**src/rtl/rom_dl_pkg.sv**
```systemverilog
// Shared types, lane masks and default address map for the ROM download adapter.
package rom_dl_pkg;

  typedef enum logic [1:0] {
    IDLE  = 2'd0,
    LOAD  = 2'd1,
    DRAIN = 2'd2,
    HOLD  = 2'd3
  } state_e;

  typedef enum logic [1:0] {
    LIN  = 2'd0,
    OBJ  = 2'd1,
    PROM = 2'd2,
    DROP = 2'd3
  } region_e;

  localparam logic [1:0] MASK_LO   = 2'b10;
  localparam logic [1:0] MASK_HI   = 2'b01;
  localparam logic [1:0] MASK_NONE = 2'b11;

  localparam logic [24:0] OBJ_START_DEF  = 25'h0026000;
  localparam logic [24:0] OBJ_HALF_DEF   = 25'h0008000;
  localparam logic [24:0] PROM_START_DEF = 25'h0036000;
  localparam logic [24:0] PROM_END_DEF   = 25'h0036A00;

endpackage

```
**src/rtl/rom_dl_remap.sv**
```systemverilog
// Combinational byte-address decode into region, ROM word slot, lane mask and PROM offset.
module rom_dl_remap
  import rom_dl_pkg::*;
#(
  parameter logic [24:0] OBJ_START  = OBJ_START_DEF,
  parameter logic [24:0] OBJ_HALF   = OBJ_HALF_DEF,
  parameter logic [24:0] PROM_START = PROM_START_DEF,
  parameter logic [24:0] PROM_END   = PROM_END_DEF
) (
  input  logic [24:0] addr_i,
  output region_e     region_o,
  output logic [16:0] word_addr_o,
  output logic [1:0]  mask_o,
  output logic [11:0] prom_off_o
);

  // The object region is smaller than 2^17 bytes, so a 17-bit offset is exact there.
  logic [16:0] obj_off_s;

  // Region decode and address remap.
  always_comb begin
    obj_off_s   = addr_i[16:0] - OBJ_START[16:0];
    prom_off_o  = addr_i[11:0] - PROM_START[11:0];
    word_addr_o = 17'd0;
    mask_o      = MASK_NONE;
    region_o    = DROP;
    if (addr_i < OBJ_START) begin
      region_o    = LIN;
      word_addr_o = addr_i[17:1];
      mask_o      = addr_i[0] ? MASK_HI : MASK_LO;
    end else if (addr_i < PROM_START) begin
      region_o = OBJ;
      if (obj_off_s < OBJ_HALF[16:0]) begin
        word_addr_o = OBJ_START[17:1] + obj_off_s;
        mask_o      = MASK_LO;
      end else begin
        word_addr_o = OBJ_START[17:1] + (obj_off_s - OBJ_HALF[16:0]);
        mask_o      = MASK_HI;
      end
    end else if (addr_i < PROM_END) begin
      region_o = PROM;
    end else begin
      region_o = DROP;
    end
  end

endmodule

```
**src/rtl/rom_dl_ctrl.sv**
```systemverilog
// ioctl download adapter: two-stage byte pipeline to ROM/PROM write ports,
// game reset sequencing and running byte checksum.
module rom_dl_ctrl
  import rom_dl_pkg::*;
#(
  parameter logic [24:0] OBJ_START   = OBJ_START_DEF,
  parameter logic [24:0] OBJ_HALF    = OBJ_HALF_DEF,
  parameter logic [24:0] PROM_START  = PROM_START_DEF,
  parameter logic [24:0] PROM_END    = PROM_END_DEF,
  parameter int unsigned HOLD_CYCLES = 16
) (
  input  logic        clk,
  input  logic        rst_n,
  input  logic        ioctl_download,
  input  logic        ioctl_wr,
  input  logic [24:0] ioctl_addr,
  input  logic [7:0]  ioctl_dout,
  output logic [16:0] prog_addr,
  output logic [7:0]  prog_data,
  output logic [1:0]  prog_mask,
  output logic        prog_we,
  output logic [11:0] prom_addr,
  output logic        prom_we,
  output logic        game_rst_n,
  output logic        dl_done,
  output logic [15:0] checksum
);

  localparam logic [7:0] HOLD_LOAD = 8'(HOLD_CYCLES - 1);

  state_e      state_q, state_d;
  logic [7:0]  cnt_q, cnt_d;
  logic        game_rst_n_q, game_rst_n_d;
  logic        dl_done_q, dl_done_d;
  logic        clear_s, accept_s;

  logic        s1_valid_q, s1_valid_d;
  logic [24:0] s1_addr_q, s1_addr_d;
  logic [7:0]  s1_data_q, s1_data_d;

  logic [16:0] prog_addr_q, prog_addr_d;
  logic [7:0]  prog_data_q, prog_data_d;
  logic [1:0]  prog_mask_q, prog_mask_d;
  logic        prog_we_q, prog_we_d;
  logic [11:0] prom_addr_q, prom_addr_d;
  logic        prom_we_q, prom_we_d;
  logic [15:0] checksum_q, checksum_d;

  region_e     rm_region_s;
  logic [16:0] rm_word_s;
  logic [1:0]  rm_mask_s;
  logic [11:0] rm_prom_s;

  rom_dl_remap #(
    .OBJ_START  (OBJ_START),
    .OBJ_HALF   (OBJ_HALF),
    .PROM_START (PROM_START),
    .PROM_END   (PROM_END)
  ) u_remap (
    .addr_i      (s1_addr_q),
    .region_o    (rm_region_s),
    .word_addr_o (rm_word_s),
    .mask_o      (rm_mask_s),
    .prom_off_o  (rm_prom_s)
  );

  // Download sequencer; cnt_q times both the two-cycle drain and the reset hold.
  always_comb begin
    state_d   = state_q;
    cnt_d     = cnt_q;
    dl_done_d = 1'b0;
    clear_s   = 1'b0;
    case (state_q)
      IDLE: begin
        if (ioctl_download) begin
          state_d = LOAD;
          clear_s = 1'b1;
        end else begin
          state_d = IDLE;
        end
      end
      LOAD: begin
        if (!ioctl_download) begin
          state_d = DRAIN;
          cnt_d   = 8'd1;
        end else begin
          state_d = LOAD;
        end
      end
      DRAIN: begin
        if (cnt_q == 8'd0) begin
          state_d = HOLD;
          cnt_d   = HOLD_LOAD;
        end else begin
          cnt_d = cnt_q - 8'd1;
        end
      end
      HOLD: begin
        if (ioctl_download) begin
          state_d = LOAD;
          clear_s = 1'b1;
        end else if (cnt_q == 8'd0) begin
          state_d   = IDLE;
          dl_done_d = 1'b1;
        end else begin
          cnt_d = cnt_q - 8'd1;
        end
      end
      default: begin
        state_d = IDLE;
      end
    endcase
    game_rst_n_d = (state_d == IDLE);
  end

  // Sequencer state register.
  always_ff @(posedge clk or negedge rst_n) begin
    if (!rst_n) begin
      state_q      <= IDLE;
      cnt_q        <= 8'd0;
      game_rst_n_q <= 1'b0;
      dl_done_q    <= 1'b0;
    end else begin
      state_q      <= state_d;
      cnt_q        <= cnt_d;
      game_rst_n_q <= game_rst_n_d;
      dl_done_q    <= dl_done_d;
    end
  end

  // Byte pipeline: stage 1 captures accepted bytes, stage 2 builds the write strobes.
  always_comb begin
    accept_s    = ioctl_wr & ioctl_download & (state_q == LOAD);
    s1_valid_d  = accept_s;
    s1_addr_d   = accept_s ? ioctl_addr : s1_addr_q;
    s1_data_d   = accept_s ? ioctl_dout : s1_data_q;
    prog_addr_d = prog_addr_q;
    prog_data_d = prog_data_q;
    prog_mask_d = MASK_NONE;
    prog_we_d   = 1'b0;
    prom_addr_d = prom_addr_q;
    prom_we_d   = 1'b0;
    if (clear_s) begin
      checksum_d = 16'd0;
    end else if (s1_valid_q) begin
      checksum_d = checksum_q + {8'd0, s1_data_q};
    end else begin
      checksum_d = checksum_q;
    end
    if (s1_valid_q) begin
      case (rm_region_s)
        LIN, OBJ: begin
          prog_we_d   = 1'b1;
          prog_addr_d = rm_word_s;
          prog_mask_d = rm_mask_s;
          prog_data_d = s1_data_q;
        end
        PROM: begin
          prom_we_d   = 1'b1;
          prom_addr_d = rm_prom_s;
          prog_data_d = s1_data_q;
        end
        default: begin
          prog_we_d = 1'b0;
        end
      endcase
    end else begin
      prog_we_d = 1'b0;
    end
  end

  // Pipeline and output registers.
  always_ff @(posedge clk or negedge rst_n) begin
    if (!rst_n) begin
      s1_valid_q  <= 1'b0;
      s1_addr_q   <= 25'd0;
      s1_data_q   <= 8'd0;
      prog_addr_q <= 17'd0;
      prog_data_q <= 8'd0;
      prog_mask_q <= MASK_NONE;
      prog_we_q   <= 1'b0;
      prom_addr_q <= 12'd0;
      prom_we_q   <= 1'b0;
      checksum_q  <= 16'd0;
    end else begin
      s1_valid_q  <= s1_valid_d;
      s1_addr_q   <= s1_addr_d;
      s1_data_q   <= s1_data_d;
      prog_addr_q <= prog_addr_d;
      prog_data_q <= prog_data_d;
      prog_mask_q <= prog_mask_d;
      prog_we_q   <= prog_we_d;
      prom_addr_q <= prom_addr_d;
      prom_we_q   <= prom_we_d;
      checksum_q  <= checksum_d;
    end
  end

  assign prog_addr  = prog_addr_q;
  assign prog_data  = prog_data_q;
  assign prog_mask  = prog_mask_q;
  assign prog_we    = prog_we_q;
  assign prom_addr  = prom_addr_q;
  assign prom_we    = prom_we_q;
  assign game_rst_n = game_rst_n_q;
  assign dl_done    = dl_done_q;
  assign checksum   = checksum_q;

endmodule

```
**config.mk**
```make
export PLATFORM = sky130hd
export DESIGN_NAME = rom_dl_ctrl
export DESIGN_NICKNAME = d
export VERILOG_FILES = /design/src/rtl/rom_dl_pkg.sv /design/src/rtl/rom_dl_remap.sv /design/src/rtl/rom_dl_ctrl.sv
export SDC_FILE = /design/constraint.sdc
export NUM_CORES = 1
export LEC_CHECK = 0
export CORE_ASPECT_RATIO = 1.5
export CORE_MARGIN = 10
export CORE_UTILIZATION = 53
export CTS_CLUSTER_SIZE = 28
export DETAILED_ROUTE_END_ITERATION = 12
export PLACE_DENSITY_LB_ADDON = 0.15
export SLEW_MARGIN = 10
export SYNTH_ARGS = -nofsm -noshare
export SYNTH_HDL_FRONTEND = slang
export SYNTH_HIERARCHICAL = 1
export SYNTH_SLANG_ARGS = --single-unit
```
**constraint.sdc**
```tcl
create_clock -name clk -period 3.02 [get_ports clk]
set_input_delay 0.906 -clock clk [delete_from_list [all_inputs] [get_ports clk]]
set_output_delay 0.906 -clock clk [all_outputs]
set_load 0.03 [all_outputs]
```
# ---- Word-level counts from Yosys, hierarchy flattened
# Cells that the tools add are included.
dict set report classes {
  n_bitwise 2
  order_cmp 4
  n_reduce_logical 13
  eq_ne 8
  n_addsub 6
  muxes 34
}
# op n
set op_table {}
lappend op_table {{$lt A25 B18 Y1 const B} 3}
lappend op_table {{$mux W17} 3}
lappend op_table {{$add A17 B17 Y17 const A} 2}
lappend op_table {{$mux W16} 2}
lappend op_table {{$mux W8} 4}
lappend op_table {{$mux W2} 12}
lappend op_table {{$pmux W8 S3} 1}
lappend op_table {{$lt A17 B16 Y1 const B} 1}
lappend op_table {{$sub A17 B15 Y17 const B} 1}
lappend op_table {{$sub A17 B16 Y17 const B} 1}
lappend op_table {{$add A16 B8 Y16} 1}
lappend op_table {{$mux W1} 11}
lappend op_table {{$logic_not A8 Y1} 1}
lappend op_table {{$pmux W2 S4} 1}
lappend op_table {{$sub A8 B1 Y8 const B} 1}
lappend op_table {{$eq A2 B2 Y1 const B} 3}
lappend op_table {{$logic_not A2 Y1} 3}
lappend op_table {{$ne A2 B2 Y1 const B} 3}
lappend op_table {{$reduce_and A2 Y1} 3}
lappend op_table {{$eq A2 B1 Y1 const B} 2}
lappend op_table {{$reduce_and A4 Y1} 1}
lappend op_table {{$reduce_or A2 Y1} 2}
lappend op_table {{$reduce_bool A3 Y1} 1}
lappend op_table {{$reduce_or A3 Y1} 1}
lappend op_table {{other kinds (2)} 3}
dict set report totals {
  wordCells 81
  ff_bits 103
  input_bits 37
  out_inout_bits 59
}

# ---- Logic depth before layout (Yosys ltp)
# Gate-level depths: netlist (run 1).
dict set report logic_depth {
  word_depth 8
  ltp_mapped 11
  ltp_nobuf 9
}

# ---- Modules after synthesis
# The synthesis (run 1) kept the hierarchy.
# module n_inst area_each_um2 cells_each seq_area_each_um2
set by_module_without_submodules {}
lappend by_module_without_submodules {rom_dl_ctrl 1 4521.8 377 2580.0}
lappend by_module_without_submodules {rom_dl_remap 1 635.6 87 0.0}

# ---- Worst setup path before layout (run 1)
# OpenSTA, ideal clock, no wires.
dict set report synth_path {
  kind {register -> register}
  startpoint {register s1_addr_q[13]}
  endpoint {register prog_addr_q[0], in the netlist prog_addr[0]}
  setup_ns 0.125
  required_ns 2.895
  arrival_ns 2.061
  setup_slack_ns 0.834
  synth_period_minus_slack_ns 2.186
  path_buffers 2
  path_stages_with_launch 8
  cell_sequence {dfrtp_1 > ha_1 > clkbuf_1 > o211ai_1 > nand2_1 > nor2_2 > buf_2 > mux2_2}
}
dict set report synth_between {
  word_cells_on_any_way 15
  cone_classes {add/sub: 1; order compare: 4; eq/ne: 1; mux: 6; reduce/logical: 3}
}
# element line_no
set synth_rtl {}
lappend synth_rtl {{from (decl)} rom_dl_ctrl.sv:38} ;# logic [24:0] s1_addr_q, s1_addr_d;
lappend synth_rtl {{from (signal assigned)} rom_dl_ctrl.sv:187} ;# s1_addr_q <= s1_addr_d;
lappend synth_rtl {{$lt A25 B18 Y1} rom_dl_remap.sv:31} ;# end else if (addr_i < PROM_START) begin
lappend synth_rtl {{$mux W2} rom_dl_remap.sv:31}
lappend synth_rtl {{$mux W2 (*)} rom_dl_remap.sv:27} ;# if (addr_i < OBJ_START) begin
lappend synth_rtl {{net rm_region_s[1]} rom_dl_ctrl.sv:49} ;# region_e rm_region_s;
lappend synth_rtl {{$eq A2 B1 Y1 or $logic_not A2 Y1 (tied branches)} rom_dl_ctrl.sv:151} ;# case (rm_region_s)
lappend synth_rtl {{$reduce_or A2 Y1 (*)} rom_dl_ctrl.sv:151}
lappend synth_rtl {{$reduce_and A2 Y1 (no line) (*)} n/a}
lappend synth_rtl {{to (signal assigned)} rom_dl_ctrl.sv:189} ;# prog_addr_q <= prog_addr_d;
lappend synth_rtl {{to (decl)} rom_dl_ctrl.sv:41} ;# logic [16:0] prog_addr_q, prog_addr_d;
# Mark *: on every way through the listed nets, which the timed path passes. The rest lies on a longest branch.
# A chain may end at the register's enable or synchronous reset.

# ---- Final worst setup path (run 1)
dict set report layout_path {
  startpoint {input port ioctl_download}
  endpoint {register cnt_q[3]}
}
dict set report layout_between {
  elab_chain_len 2
  word_cells_on_any_way 3
  cone_classes {eq/ne: 2; reduce/logical: 1}
}
# element line_no
set layout_rtl {}
lappend layout_rtl {{from (decl)} rom_dl_ctrl.sv:14} ;# input logic ioctl_download,
lappend layout_rtl {{$ne A2 B2 Y1 (no line)} n/a}
lappend layout_rtl {{$reduce_and A4 Y1 (no line) (*)} n/a}
lappend layout_rtl {{to (signal assigned)} rom_dl_ctrl.sv:125} ;# cnt_q <= cnt_d;
lappend layout_rtl {{to (decl)} rom_dl_ctrl.sv:32} ;# logic [7:0] cnt_q, cnt_d;
# Mark *: on every way between the ends. The rest lies on a longest branch, timed or not.

==> flow_metrics.tcl, run 1 <==
set metrics [dict create \
    pre_cts_ws_ns 0.151 \
    register_area_share_after_synthesis_pct 50.0 \
    clkSinkCount 103 \
    finish.net_count 606 \
    most_common_library_cell_in_the_layout_ignoring_fill_and_taps "sky130_fd_sc_hd__dfrtp_1" \
    clock_tree_from_tritoncts "done" \
    synth_cell_types 55 \
    die_w_um 101 \
    post_synth_main_area_contributors "sky130_fd_sc_hd__dfrtp_1, sky130_fd_sc_hd__mux2_2, sky130_fd_sc_hd__ha_1, sky130_fd_sc_hd__nand2_1, sky130_fd_sc_hd__a22o_1" \
    cp-start-kind "input pin" \
    grt_use_total_pct 16.9 \
    hold_viol_final 0 \
    max-cap-violations 0 \
    library_cell_occupying_the_most_area_in_the_post_synthesis_netlist "sky130_fd_sc_hd__dfrtp_1" \
    floorplan.rows 44 \
    top_flip_flop_cell_by_instance_count_after_synthesis "sky130_fd_sc_hd__dfrtp_1" \
    timing.rr.start "s1_addr_q[13]" \
    detailedRoute.firstIterationViolations 125 \
    syn-num-nets 520 \
    rsz0062_at_grt "false" \
    worstSkewPairLatency_ns 0.35 \
    critical_path_peak_fanout 11 \
    endpoint_required_time_on_the_critical_path_ns 3.25 \
    final.min_clock_period_ns 2.56 \
    final_weighted_congestion_of_routability_driven_global_placement 0.847 \
    layout_common_cells "sky130_fd_sc_hd__dfrtp_1, sky130_fd_sc_hd__clkdlybuf4s50_1, sky130_fd_sc_hd__mux2_2, sky130_fd_sc_hd__nand2_1, sky130_fd_sc_hd__nor2_1" \
    tightestPinTransition_ns 0.838 \
    post_cts.resized_instances 0 \
    top_level_i_o_count 96 \
    report.power.total_uw 4880 \
    min_path_type "flop to flop" \
    antenna_violations_before_repair 0 \
    drt_first_pass_iters 4 \
    relSlewSlack_pct 44.1 \
    endpoint_kind "flop" \
    worst_clock_skew_ns 0.00785 \
    drive_above_1_share_pct 18.4 \
    cts.reportedPaths.clkPinSlew_ns 0.08 \
    start_util_pct 53.8 \
    final_number_of_setup_violating_endpoints 0 \
    overall_overflow_remaining_after_global_route 0 \
    min_from "prom_addr[10]" \
    synth_warnings 6 \
    grt_max_degree 50 \
    static-leakage-power_uw 0.00293 \
    async_flop_share_pct 100 \
    worst_r2r_path_depth 7 \
    diodes 0 \
    post_drt_wl_per_cell_um 17.4 \
    post-route-util_pct 67.3 \
    grt_first_pass_wirelength_um 19500 \
    synthCells 464 \
    worst_hold_path.num_cells 2 \
    antenna_violating_nets_post_route 0 \
    synth_top_area_share_pct 49.0 \
    vias_in_the_first_global_route 3881 \
    cts_hold_repair.buffers 0 \
    cts_root_buffer "sky130_fd_sc_hd__clkbuf_16" \
    timing.critical_path.arrival_ns 2.79 \
    chipHeight_um 141 \
    edff_count_synth 0 \
    timing_worst_setup_path_type "input pin to flop" \
    ctsHtreeMaxLevel 3 \
    power_density_mw_per_mm2 756 \
    run_status "complete, no violations" \
    final_min_period_over_clock_period_pct 84.7 \
    post_drt_via_cell_ratio 5.71 \
    final.setup.tns_ns 0 \
    postCtsSetupBuffers 0 \
    report.final.slew_viol_count 0 \
    max_freq_mhz 391 \
    syn_area_mm2 0.00516 \
    post-dp-hpwl_um 8580 \
    floorplan.die_area_mm2 0.0142 \
    cts.path.max_buffers 2 \
    worst_ir_drop_vdd_mv 0.604 \
    wl_um 11600 \
    postSynthAreaPerCell_um2 11.1 \
    cts_buffers 9 \
    floorplan.core_area_mm2 0.00958 \
    syn_to_final_growth_pct 25.1 \
    ys_ff_latch 103 \
    critPathLaunch "ioctl_download" \
    crit_path_setup_slack_layout_ns 0.461 \
    worst_hold_slack_ns 0.473 \
    vias 3825 \
    drc_violation_count_after_routing 0 \
    port-buffer-count 95 \
]
[path summary, 6_finish.rpt]
path / to / slack (ns)
min in group asynchronous: checksum[9] / 0.52
hold reg to reg: prom_addr[10] / 0.47
setup reg to reg: prog_data[2] / 0.76
hold / removal: prom_addr[10] / 0.47
setup / recovery: cnt_q[3] / 0.46
max in group asynchronous: prog_mask[0] / 1.81
[metrics by stage]
step                      cells  cell area (um2)
after floorplan             464             5160
final                       670             6450
after detailed placement    654             6150
after global placement      654             6150
after CTS                   670             6450
after global routing        670             6450
[routing by layer]
| layer | track usage [%] | part of all wire [%] |
|---|---|---|
| met5 | 0 | 0 |
| met4 | 6.79 | 2.1 |
| met1 | 20.2 | 41 |
| met3 | 3.38 | 4.7 |
| met2 | 28.7 | 52 |
[critical path, stage by stage]
cell and delay (ns):
sky130_fd_sc_hd__clkdlybuf4s50_1 0.52, sky130_fd_sc_hd__inv_1 0.13, sky130_fd_sc_hd__o22ai_1 0.68, sky130_fd_sc_hd__a21oi_1 0.19
sky130_fd_sc_hd__o21a_1 0.16, sky130_fd_sc_hd__o22a_1 0.19
[cell usage after synthesis (all sizes together) (2+ instances only)]
library cell and count:
a211oi 7, a21o 7, a21oi 22, a22o 14, a31o 3, a31oi 5
and2 2, and3 6, buf 17, clkbuf 10, dfrtp 101, dfstp 2
ha 18, inv 17, mux2 59, mux2i 3, nand2 51, nand2b 4
nand3 6, nand3b 2, nand4 3, nor2 24, nor2b 5, nor3 8
nor3b 2, nor4 2, o211ai 3, o21a 3, o21ai 21, o22a 2
o22ai 5, o41ai 2, or3 5, or4 2, xnor2 6, xor2 6
[power breakdown]
group / total, uW / switching, uW / internal (uW)
clock network: 1190 / 539 / 652
logic: 1590 / 817 / 769
registers: 2100 / 372 / 1730
[flip-flops by register name (all words and copies together), names as in the netlist, 2 cells and up]
register   count
s1_addr_q     25
checksum      16
cnt_q          8
prog_addr     17
s1_data_q      8
state_q        2
prog_data      8
prog_mask      2
prom_addr     12
[kinds of logic after synthesis]
logic type                 Yosys count  synth area share [%]
adders and majority gates           19                  4.76
xor gates and xnor gates            12                  2.04
AOI/OAI and AO/OA                   97                  12.7
and+or+nand+nor                    125                  12.2
buffers and inverters               46                  4.83
muxes                               62                  13.5
DFF                                103                  50.0
[cell type report]
| class | instances | area (um2) |
|---|---|---|
| inverters | 18 | 67.6 |
| well taps | 115 | 144 |
| flip-flops and latches | 103 | 2580 |
| multi-input cells | 315 | 2330 |
| fillers | 765 | 3130 |
| clock buffers | 9 | 225 |
| repair buffers | 103 | 1020 |
| clock inverters | 7 | 80.1 |
Power figures use the tool's default switching activity.
==> run 2, diff against run 1 <==
==> constraint.sdc (replaced) <==
create_clock -name clk -period 2.5 [get_ports clk]
set_input_delay 0.75 -clock clk [delete_from_list [all_inputs] [get_ports clk]]
set_output_delay 0.75 -clock clk [all_outputs]
set_load 0.03 [all_outputs]
==> flow_metrics.tcl, run 2 (synthesis gave the netlist of run 1 again) <==
set metrics [dict create \
    run_status "complete, no violations" \
    worst_r2r_path_depth 8 \
    final_number_of_setup_violating_endpoints 0 \
    timing_worst_setup_path_type "flop to primary output" \
    drc_violation_count_after_routing 0 \
    vias 3818 \
    rsz0062_at_grt "false" \
    max_freq_mhz 434 \
    fillCellCount 772 \
    syn_to_final_growth_pct 25.7 \
    clkSinkCount 103 \
    antenna_violating_nets_post_route 0 \
    top_level_i_o_count 96 \
    worstSkewPairLatency_ns 0.35 \
    hold_viol_final 0 \
    max-cap-violations 0 \
    postCtsSetupBuffers 0 \
    cp-start-kind "flop" \
    antenna_violations_before_repair 0 \
    ctsHtreeMaxLevel 3 \
    endpoint_required_time_on_the_critical_path_ns 1.75 \
    grt_max_degree 61 \
    timing.rr.start "s1_addr_q[13]" \
    critical_path.top_delay_family "buffers and inverters" \
    most_common_library_cell_in_the_layout_ignoring_fill_and_taps "sky130_fd_sc_hd__dfrtp_1" \
    cp_cell_sequence "clkdlybuf4s50_1" \
    final_weighted_congestion_of_routability_driven_global_placement 0.831 \
    drive_above_1_share_pct 19.1 \
    cts_hold_repair.buffers 0 \
    grt_first_pass_wirelength_um 19800 \
    power_density_mw_per_mm2 895 \
    cts.path.max_buffers 2 \
    worst_ir_drop_vdd_mv 0.664 \
    final.min_clock_period_ns 2.30 \
    start_util_pct 53.8 \
    crit_path_top_delay_cell "sky130_fd_sc_hd__clkdlybuf4s50_1" \
    reg2reg_slack_ns 0.34 \
    vias_in_the_first_global_route 4022 \
    reg2reg_to "prog_data[3]" \
    critical_path_peak_fanout 1 \
    timing.critical_path.arrival_ns 1.55 \
    largest_register_ffs 25 \
    final_min_period_over_clock_period_pct 92.1 \
    min_path_type "input pin to async pin" \
    floorplan.rows 44 \
    grt_use_total_pct 17.1 \
    critical-path-max-stage-delay_ns 0.67 \
    post-dp-hpwl_um 8780 \
    final.setup.tns_ns 0 \
    crit_buf_inv 1 \
    post_cts.resized_instances 0 \
    overall_overflow_remaining_after_global_route 0 \
    worst_clock_skew_ns 0.00839 \
    relSlewSlack_pct 67.6 \
    diodes 0 \
    die_w_um 101 \
    layout_common_cells "sky130_fd_sc_hd__dfrtp_1, sky130_fd_sc_hd__clkdlybuf4s50_1, sky130_fd_sc_hd__mux2_2, sky130_fd_sc_hd__nand2_1, sky130_fd_sc_hd__nor2_1" \
    finish.net_count 612 \
    floorplan.core_area_mm2 0.00958 \
    drt_first_pass_iters 5 \
    worst_hold_slack_ns 0.297 \
    post_drt_via_cell_ratio 5.65 \
    chipHeight_um 141 \
    report.final.slew_viol_count 0 \
    wl_um 11800 \
    endpoint_kind "primary output" \
    tightestPinTransition_ns 0.481 \
    registers.top_by_ff_count "s1_addr_q" \
    clock_tree_from_tritoncts "done" \
    detailedRoute.firstIterationViolations 138 \
    floorplan.die_area_mm2 0.0142 \
    port-buffer-count 95 \
    cts_root_buffer "sky130_fd_sc_hd__clkbuf_16" \
    post_drt_wl_per_cell_um 17.4 \
    cts.reportedPaths.clkPinSlew_ns 0.07 \
    static-leakage-power_uw 0.00295 \
    cts_buffers 9 \
]
-- run 2: metal layers --
layer | vias up | track usage (%) | routed length (um)
li1 | 1822 | - | -
met1 | 1897 | 19.6 | 4630
met2 | 83 | 29.6 | 6180
met3 | 16 | 4.75 | 716
met4 | 0 | 6.12 | 218
met5 | - | 0 | 0
-- run 2: worst max-delay path by stage --
stage,startpoint,to,slack [ns],depth (start not counted)
finish,prog_mask[1],prog_mask[1],0.20,1
global route,s1_addr_q[13],prom_addr[10],0.12,9
CTS,prog_mask[1],prog_mask[1],0.18,1
detailed placement,ioctl_download,cnt_q[7],0.10,6
global placement,ioctl_download,cnt_q[7],0.19,6
floorplan,s1_addr_q[13],prog_addr[0],0.31,7
-- run 2: area by class of cell --
type | count | area [um2] | share of cell area (%)
clock buffer | 12 | 246 | 3.80
clock inverter | 4 | 30.0 | 0.463
inverter | 18 | 67.6 | 1.04
multi-input combinational | 315 | 2340 | 36.0
sequential | 103 | 2580 | 39.8
tap | 115 | 144 | 2.22
timing repair buffer | 109 | 1080 | 16.6
-- run 2: report_power, final --
part	internal [uW]	switching, uW	total (uW)
combinational	940	1000	1940
clock	707	600	1310
sequential	2090	459	2550
total	3740	2060	5800
-- run 2: stage by stage --
step           setup slack, ns  area [um2]  instances  util, %  total power [uW]
2_1_floorplan            0.314        5160        464        -              3950
3_3_place_gp             0.193        6200        660     64.8              4420
3_5_place_dp             0.101        6200        660     64.8              4500
4_1_cts                  0.184        6480        676     67.6              5830
5_1_grt                  0.124        6480        676     67.7              6150
6_report                 0.198        6480        676     67.7              5800
